--- src/rtl/cr_ib_frame_pkg.sv ---
// Shared types for the inbound CCE frame receiver.
// Tuser framing codes, receiver state and FIFO entry flags.
package cr_ib_frame_pkg;

   localparam logic [1:0] TUSER_SOT = 2'b01;
   localparam logic [1:0] TUSER_EOT = 2'b10;
   localparam logic [1:0] TUSER_MID = 2'b00;

   typedef enum logic [1:0] {
      ST_IDLE,
      ST_IN_FRAME,
      ST_IN_CQE
   } rx_state_e;

   // Low bits of every FIFO entry; payload sits above these.
   typedef struct packed {
      logic sot;
      logic eot;
      logic cqe;
      logic err;
   } rx_flags_t;

endpackage

--- src/rtl/cr_ib_frame_fifo.sv ---
// Synchronous power-of-two FIFO with full/empty/count.
// Read data is the head entry, valid whenever not empty.
module cr_ib_frame_fifo #(
   parameter int WIDTH = 8,
   parameter int DEPTH = 4
) (
   input  logic                     clk,
   input  logic                     rst_n,
   input  logic                     i_push,
   input  logic [WIDTH-1:0]         i_wdata,
   input  logic                     i_pop,
   output logic [WIDTH-1:0]         o_rdata,
   output logic                     o_full,
   output logic                     o_empty,
   output logic [$clog2(DEPTH):0]   o_count
);

   localparam int AW = $clog2(DEPTH);

   logic [WIDTH-1:0] r_mem [DEPTH];
   logic [AW-1:0]    r_wptr;
   logic [AW-1:0]    r_rptr;
   logic [AW:0]      r_count;
   logic             w_we;
   logic             w_re;

   assign o_full  = (r_count == (AW+1)'(DEPTH));
   assign o_empty = (r_count == '0);
   assign o_count = r_count;
   assign o_rdata = r_mem[r_rptr];
   assign w_we    = i_push & ~o_full;
   assign w_re    = i_pop & ~o_empty;

   always_ff @(posedge clk) begin
      if (w_we) r_mem[r_wptr] <= i_wdata;
   end

   always_ff @(posedge clk or negedge rst_n) begin
      if (!rst_n) begin
         r_wptr  <= '0;
         r_rptr  <= '0;
         r_count <= '0;
      end else begin
         if (w_we) r_wptr <= r_wptr + 1'b1;
         if (w_re) r_rptr <= r_rptr + 1'b1;
         r_count <= r_count + {{AW{1'b0}}, w_we} - {{AW{1'b0}}, w_re};
      end
   end

endmodule

--- src/rtl/cr_ib_frame_rx.sv ---
// Inbound AXI-stream frame receiver: tuser framing, CQE classify,
// tlast checking, buffered downstream with framing/error flags.
module cr_ib_frame_rx
   import cr_ib_frame_pkg::*;
#(
   parameter int         DWIDTH   = 64,
   parameter int         SWIDTH   = 8,
   parameter int         UWIDTH   = 8,
   parameter int         DEPTH    = 4,
   parameter logic [7:0] CQE_TYPE = 8'h09
) (
   input  logic              clk,
   input  logic              rst_n,
   input  logic              ib_tvalid,
   output logic              ib_tready,
   input  logic [DWIDTH-1:0] ib_tdata,
   input  logic [SWIDTH-1:0] ib_tstrb,
   input  logic [UWIDTH-1:0] ib_tuser,
   input  logic              ib_tlast,
   output logic              out_tvalid,
   input  logic              out_tready,
   output logic [DWIDTH-1:0] out_tdata,
   output logic [SWIDTH-1:0] out_tstrb,
   output logic              out_sot,
   output logic              out_eot,
   output logic              out_cqe,
   output logic              out_err,
   output logic [15:0]       frame_cnt,
   output logic [15:0]       err_cnt,
   output logic              rx_idle
);

   localparam int EW = DWIDTH + SWIDTH + 4;

   rx_state_e             r_state;
   logic                  r_rdy_en;
   logic [15:0]           r_frame_cnt;
   logic [15:0]           r_err_cnt;
   logic                  w_full;
   logic                  w_empty;
   logic [$clog2(DEPTH):0] w_unused_count;
   logic                  w_unused_user;
   logic                  w_acc;
   logic                  w_sot;
   logic                  w_eot;
   logic                  w_in_frame;
   logic                  w_cqe_sot;
   logic                  w_beat_cqe;
   logic                  w_want_last;
   logic                  w_last_err;
   logic                  w_dup_sot;
   logic                  w_drop;
   logic                  w_push;
   logic                  w_err_inc;
   logic                  w_frm_inc;
   rx_flags_t             w_wflags;
   rx_flags_t             w_rflags;
   logic [EW-1:0]         w_wdata;
   logic [EW-1:0]         w_rdata;

   assign w_unused_user = ^ib_tuser[UWIDTH-1:2];

   // Ready only looks at registered state, never at out_tready.
   assign ib_tready = r_rdy_en & ~w_full;
   assign w_acc     = ib_tvalid & ib_tready;

   assign w_sot      = (ib_tuser[1:0] == TUSER_SOT);
   assign w_eot      = (ib_tuser[1:0] == TUSER_EOT);
   assign w_in_frame = (r_state != ST_IDLE);
   assign w_cqe_sot  = (ib_tdata[7:0] == CQE_TYPE);
   assign w_beat_cqe = w_sot ? w_cqe_sot : (r_state == ST_IN_CQE);

   assign w_want_last = w_eot & (r_state == ST_IN_CQE);
   assign w_last_err  = (ib_tlast != w_want_last);
   assign w_dup_sot   = w_in_frame & w_sot;
   assign w_drop      = ~w_in_frame & ~w_sot;

   assign w_push    = w_acc & ~w_drop;
   assign w_err_inc = w_acc & (w_drop | w_last_err | w_dup_sot);
   assign w_frm_inc = w_acc & w_in_frame & w_eot;

   assign w_wflags.sot = w_sot;
   assign w_wflags.eot = w_eot;
   assign w_wflags.cqe = w_beat_cqe;
   assign w_wflags.err = w_last_err | w_dup_sot;
   assign w_wdata      = {ib_tdata, ib_tstrb, w_wflags};

   cr_ib_frame_fifo #(
      .WIDTH (EW),
      .DEPTH (DEPTH)
   ) u_fifo (
      .clk     (clk),
      .rst_n   (rst_n),
      .i_push  (w_push),
      .i_wdata (w_wdata),
      .i_pop   (out_tready),
      .o_rdata (w_rdata),
      .o_full  (w_full),
      .o_empty (w_empty),
      .o_count (w_unused_count)
   );

   // Outputs read as zero whenever nothing is presented.
   assign w_rflags   = w_rdata[3:0];
   assign out_tvalid = ~w_empty;
   assign out_tdata  = out_tvalid ? w_rdata[EW-1 -: DWIDTH] : '0;
   assign out_tstrb  = out_tvalid ? w_rdata[SWIDTH+3 -: SWIDTH] : '0;
   assign out_sot    = out_tvalid & w_rflags.sot;
   assign out_eot    = out_tvalid & w_rflags.eot;
   assign out_cqe    = out_tvalid & w_rflags.cqe;
   assign out_err    = out_tvalid & w_rflags.err;

   assign frame_cnt = r_frame_cnt;
   assign err_cnt   = r_err_cnt;
   assign rx_idle   = (r_state == ST_IDLE) & w_empty;

   always_ff @(posedge clk or negedge rst_n) begin
      if (!rst_n) begin
         r_state     <= ST_IDLE;
         r_rdy_en    <= 1'b0;
         r_frame_cnt <= '0;
         r_err_cnt   <= '0;
      end else begin
         r_rdy_en <= 1'b1;
         if (w_acc) begin
            unique case (1'b1)
               w_sot:   r_state <= w_cqe_sot ? ST_IN_CQE : ST_IN_FRAME;
               w_eot:   r_state <= ST_IDLE;
               default: r_state <= r_state;
            endcase
         end
         if (w_frm_inc && r_frame_cnt != 16'hFFFF)
            r_frame_cnt <= r_frame_cnt + 16'd1;
         if (w_err_inc && r_err_cnt != 16'hFFFF)
            r_err_cnt <= r_err_cnt + 16'd1;
      end
   end

endmodule

--- config.mk ---
export PLATFORM = sky130hd
export DESIGN_NAME = cr_ib_frame_rx
export DESIGN_NICKNAME = d
export VERILOG_FILES = /design/src/rtl/cr_ib_frame_pkg.sv /design/src/rtl/cr_ib_frame_fifo.sv /design/src/rtl/cr_ib_frame_rx.sv
export SDC_FILE = /design/constraint.sdc
export NUM_CORES = 1
export LEC_CHECK = 0
export CAP_MARGIN = 10
export CORE_MARGIN = 2
export CORE_UTILIZATION = 49
export DETAILED_ROUTE_END_ITERATION = 10
export DONT_BUFFER_PORTS = 1
export GPL_TIMING_DRIVEN = 1
export MAX_ROUTING_LAYER = met4
export PLACE_DENSITY = 0.61
export RECOVER_POWER = 25
export SLEW_MARGIN = 10
export SYNTH_ARGS = -nofsm -noshare
export SYNTH_HDL_FRONTEND = slang
export SYNTH_SLANG_ARGS = --single-unit
--- constraint.sdc ---
create_clock -name clk -period 7.75 [get_ports clk]
set_clock_uncertainty 0.05 [all_clocks]
set_input_delay 0.3875 -clock clk [delete_from_list [all_inputs] [get_ports clk]]
set_output_delay 0.3875 -clock clk [all_outputs]
set_load 0.05 [all_outputs]
==> load_flow_metrics.sql <==
INSERT INTO impl_metrics (metric_group, metric, value, unit) VALUES
('synthesis', 'mapped_avg_cell_area', '19.53', 'um2'),
('global_routing', 'busiest_layer', 'met2', ''),
('critical_path', 'crit_path_start_kind', 'flop', ''),
('timing', 'final-max-slew-violation-count', '43', ''),
('synthesis', 'muxShareOfSynthArea', '12.87', '%'),
('finish', 'core_occupancy_in_the_finished_layout', '57.80', '%'),
('synthesis', 'post_synth_and_or_nand_nor_area_fraction', '8.251', '%'),
('synthesis', 'synth_top_family_by_area', 'multiplexers', ''),
('route', 'totalWireLength', '26.20', 'mm'),
('clocking', 'cts_sinks', '346', ''),
('power_and_ir_drop', 'p_leak', '0.005332', 'uW'),
('critical_path', 'worst_ep_arrival_time', '3.21', 'ns'),
('clocking', 'clock-root-buffer', 'sky130_fd_sc_hd__clkbuf_16', ''),
('finish', 'finish.net_count', '892', ''),
('power_and_ir_drop', 'peakVddDrop', '0.3120', 'mV'),
('global_routing', 'grt_start_max_net_pins', '65', ''),
('finish', 'post_route_cells_drive_above_1_share', '18.05', '%'),
('clocking', 'cts_max_path_bufs', '3', ''),
('power_and_ir_drop', 'power-per-cell-area', '382.2', 'mW/mm2'),
('finish', 'num-fill-cells', '2063', ''),
('die', 'fp.coreArea', '0.02778', 'mm2'),
('route', 'wl_per_cell', '21.87', 'um'),
('route', 'remaining_drc_errors', '0', ''),
('clocking', 'cts.repair.resized', '0', ''),
('clocking', 'cts_tree', 'built', ''),
('global_routing', 'via_count_of_the_first_global_routing_pass', '7036', ''),
('run_status', 'violations_in_the_final_reports', 'capacitance limit, slew limit', ''),
('timing', 'whs', '0.1229', 'ns'),
('finish', 'n_antenna_cell', '0', ''),
('placement', 'dp_slack', '4.459', 'ns'),
('synthesis', 'synth-seq-area-share', '73.53', '%'),
('synthesis', 'synth-seq-cells', '346', ''),
('critical_path', 'cp.buffers_inverters', '1', ''),
('global_routing', 'use_met3', '4.715', '%'),
('synthesis', 'synth_edf_count', '304', ''),
('critical_path', 'worstSetupPathType', 'flop to output port', ''),
('timing', 'timing.final.setup_violations', '0', ''),
('timing', 'fin_tns_setup', '0', 'ns'),
('clocking', 'cts_max_level', '2', ''),
('die', 'initial_core_util', '49.83', '%'),
('synthesis', 'post_synth_instance_area', '0.01384', 'mm2'),
('timing', 'timing_hold_violations_final', '0', ''),
('die', 'placement_rows', '61', ''),
('critical_path', 'setup.worst_path.end_class', 'output port', ''),
('synthesis', 'share_of_flip_flops_with_an_asynchronous_set_or_reset', '12.14', '%'),
('route', 'drt-initial-drc-count', '498', ''),
('run_status', 'result_of_the_run', 'complete, but fails checks', ''),
('job', 'max-cap-violations', '1', ''),
('global_routing', 'number_of_antenna_violations_at_the_first_check_in_global_routing', '0', ''),
('clocking', 'number_of_buffers_added_by_the_clock_tree_synthesis_step', '36', ''),
('placement', 'hpwlAfterDp', '14.88', 'mm'),
('finish', 'flow.area_growth_from_synthesis', '15.98', '%'),
('route', 'final_antenna_net_count', '0', ''),
('global_routing', 'grt_first_pass_wirelength', '39.93', 'mm'),
('synthesis', 'netlist_instances', '709', ''),
('placement', 'input_output_buffers', '0', ''),
('synthesis', 'synthesis.yosys.warnings', '0', ''),
('route', 'drt-vias-per-instance', '5.692', ''),
('die', 'count_of_boundary_i_o_pins', '196', ''),
('power_and_ir_drop', 'totalPowerFinal', '6138', 'uW'),
('critical_path', 'maximum_fanout_count_along_the_critical_path', '42', ''),
('route', 'vias', '6819', ''),
('clocking', 'clock_insertion_delay_worst_skew', '0.50', 'ns'),
('critical_path', 'worstPathRequired', '7.31', 'ns'),
('synthesis', 'synth_cell_types', '50', ''),
('critical_path', 'worstPathCellList', 'buf_4, mux4_2, and2_1', ''),
('die', 'width_of_the_die', '172.1', 'um'),
('global_routing', 'gr-usage-met2', '30.40', '%'),
('timing', 'max_freq', '273.9', 'MHz'),
('global_routing', 'met1_usage', '23.02', '%'),
('timing', 'worst_slew_margin_rel', '-51.35', '%');
## metal layers
layer / vias up / part of all wire, % / wire length (um)
met4: 0 / 1.4 / 367
li1: 3013 / - / -
met2: 238 / 51 / 13380
met5: - / 0 / 0
met3: 34 / 7.3 / 1905
met1: 3534 / 40 / 10550
## metrics by stage
stage / area [um2] / std cells
after floorplan: 13840 / 709
after global placement: 14230 / 1062
after detailed placement: 14230 / 1062
after CTS: 16070 / 1198
after global routing: 16060 / 1198
final: 16060 / 1198
## power breakdown
group	internal, uW	total [uW]	switching, uW	leakage (uW)
clock network	931	1590	661	0.000526
registers	2200	2420	215	0.00329
logic	598	2130	1530	0.00151
total	3730	6140	2410	0.00533
## repair_timing
action                    4_1_cts  5_1_grt
hold buffers                   74        0
buffers inserted                0        0
hold endpoints to repair      330        0
## path summary, 6_finish.rpt
check	startpoint	end	slack [ns]	depth (start not counted)
min	ib_tuser[1]	r_state[1]	0.12	2
min reg2reg	u_fifo.r_wptr[1]	u_fifo.r_wptr[1]	0.53	1
max in group asynchronous	rst_n	u_fifo.r_rptr[1]	5.00	2
min in group asynchronous	rst_n	frame_cnt[8]	1.05	2
max reg2reg	u_fifo.o_count[2]	u_fifo.r_mem[1][16]	4.73	5
max	u_fifo.r_rptr[0]	out_tdata[0]	4.10	3
## synthesized netlist by cell type, types with 2 or more instances
master                       n  area (um2)
sky130_fd_sc_hd__and2_1     84       525.5
sky130_fd_sc_hd__and3_1      8       50.05
sky130_fd_sc_hd__and4_1      5       43.79
sky130_fd_sc_hd__buf_2      11       55.05
sky130_fd_sc_hd__buf_4       3       22.52
sky130_fd_sc_hd__buf_6       3       33.78
sky130_fd_sc_hd__clkbuf_1   14       52.55
sky130_fd_sc_hd__dfrtp_1    42        1051
sky130_fd_sc_hd__edfxtp_1  304        9129
sky130_fd_sc_hd__ha_1       10       125.1
sky130_fd_sc_hd__inv_1      11       41.29
sky130_fd_sc_hd__mux2_2      3       33.78
sky130_fd_sc_hd__mux4_2     76        1712
sky130_fd_sc_hd__nand2_1    14       52.55
sky130_fd_sc_hd__nand2b_1    2       12.51
sky130_fd_sc_hd__nand3_1    12       60.06
sky130_fd_sc_hd__nand4_1    17       106.4
sky130_fd_sc_hd__nand4b_1    2       17.52
sky130_fd_sc_hd__nor2_1      3       11.26
sky130_fd_sc_hd__nor3_1      7       35.03
sky130_fd_sc_hd__nor4_1     12       75.07
sky130_fd_sc_hd__nor4b_1     2       17.52
sky130_fd_sc_hd__o21ai_0     5       25.02
sky130_fd_sc_hd__o41ai_1     2       17.52
sky130_fd_sc_hd__or4b_1      2       20.02
sky130_fd_sc_hd__xnor2_1    19       166.4
sky130_fd_sc_hd__xor2_1     13       113.9
## registers in the layout, summed over array words and instances, names as in the netlist
| signal | count |
|---|---|
| u_fifo.r_mem | 304 |
| err_cnt | 16 |
| frame_cnt | 16 |
| u_fifo.o_count | 3 |
| r_state | 2 |
| u_fifo.r_rptr | 2 |
| u_fifo.r_wptr | 2 |
| r_rdy_en | 1 |
## kinds of logic (layout without fill, tap and decap cells)
family / Yosys count / in the layout
other: 1 / 1
flip-flops: 346 / 346
AO/OA/AOI/OAI: 13 / 13
multiplexers: 82 / 82
XOR/XNOR: 32 / 32
buffers and inverters: 43 / 154
AND/OR/NAND/NOR: 181 / 181
adder cells (fa/ha/maj): 11 / 11
## layout by cell type, fill, tap and decap left out, types with 13 or more instances in the layout
master                          synthesis  routed
sky130_fd_sc_hd__clkbuf_16              0      38
sky130_fd_sc_hd__xnor2_1               19      19
sky130_fd_sc_hd__nand4_1               17      17
sky130_fd_sc_hd__edfxtp_1             304     304
sky130_fd_sc_hd__and2_1                84      80
sky130_fd_sc_hd__mux4_2                76      76
sky130_fd_sc_hd__xor2_1                13      13
sky130_fd_sc_hd__nand2_1               14      14
sky130_fd_sc_hd__dlygate4sd3_1          0      73
sky130_fd_sc_hd__dfrtp_1               42      40
## cell type report
cell class	instances	area, um2	share of cell area, %
flip-flops and latches	346	10190	63.45
multi-input cells	320	3472	21.62
clock buffers	49	992.2	6.179
repair buffers	81	787.0	4.901
well taps	378	473.0	2.946
clock inverters	13	103.9	0.6468
inverters	11	41.29	0.2572
No activity file was read; power rests on OpenSTA's default activity.
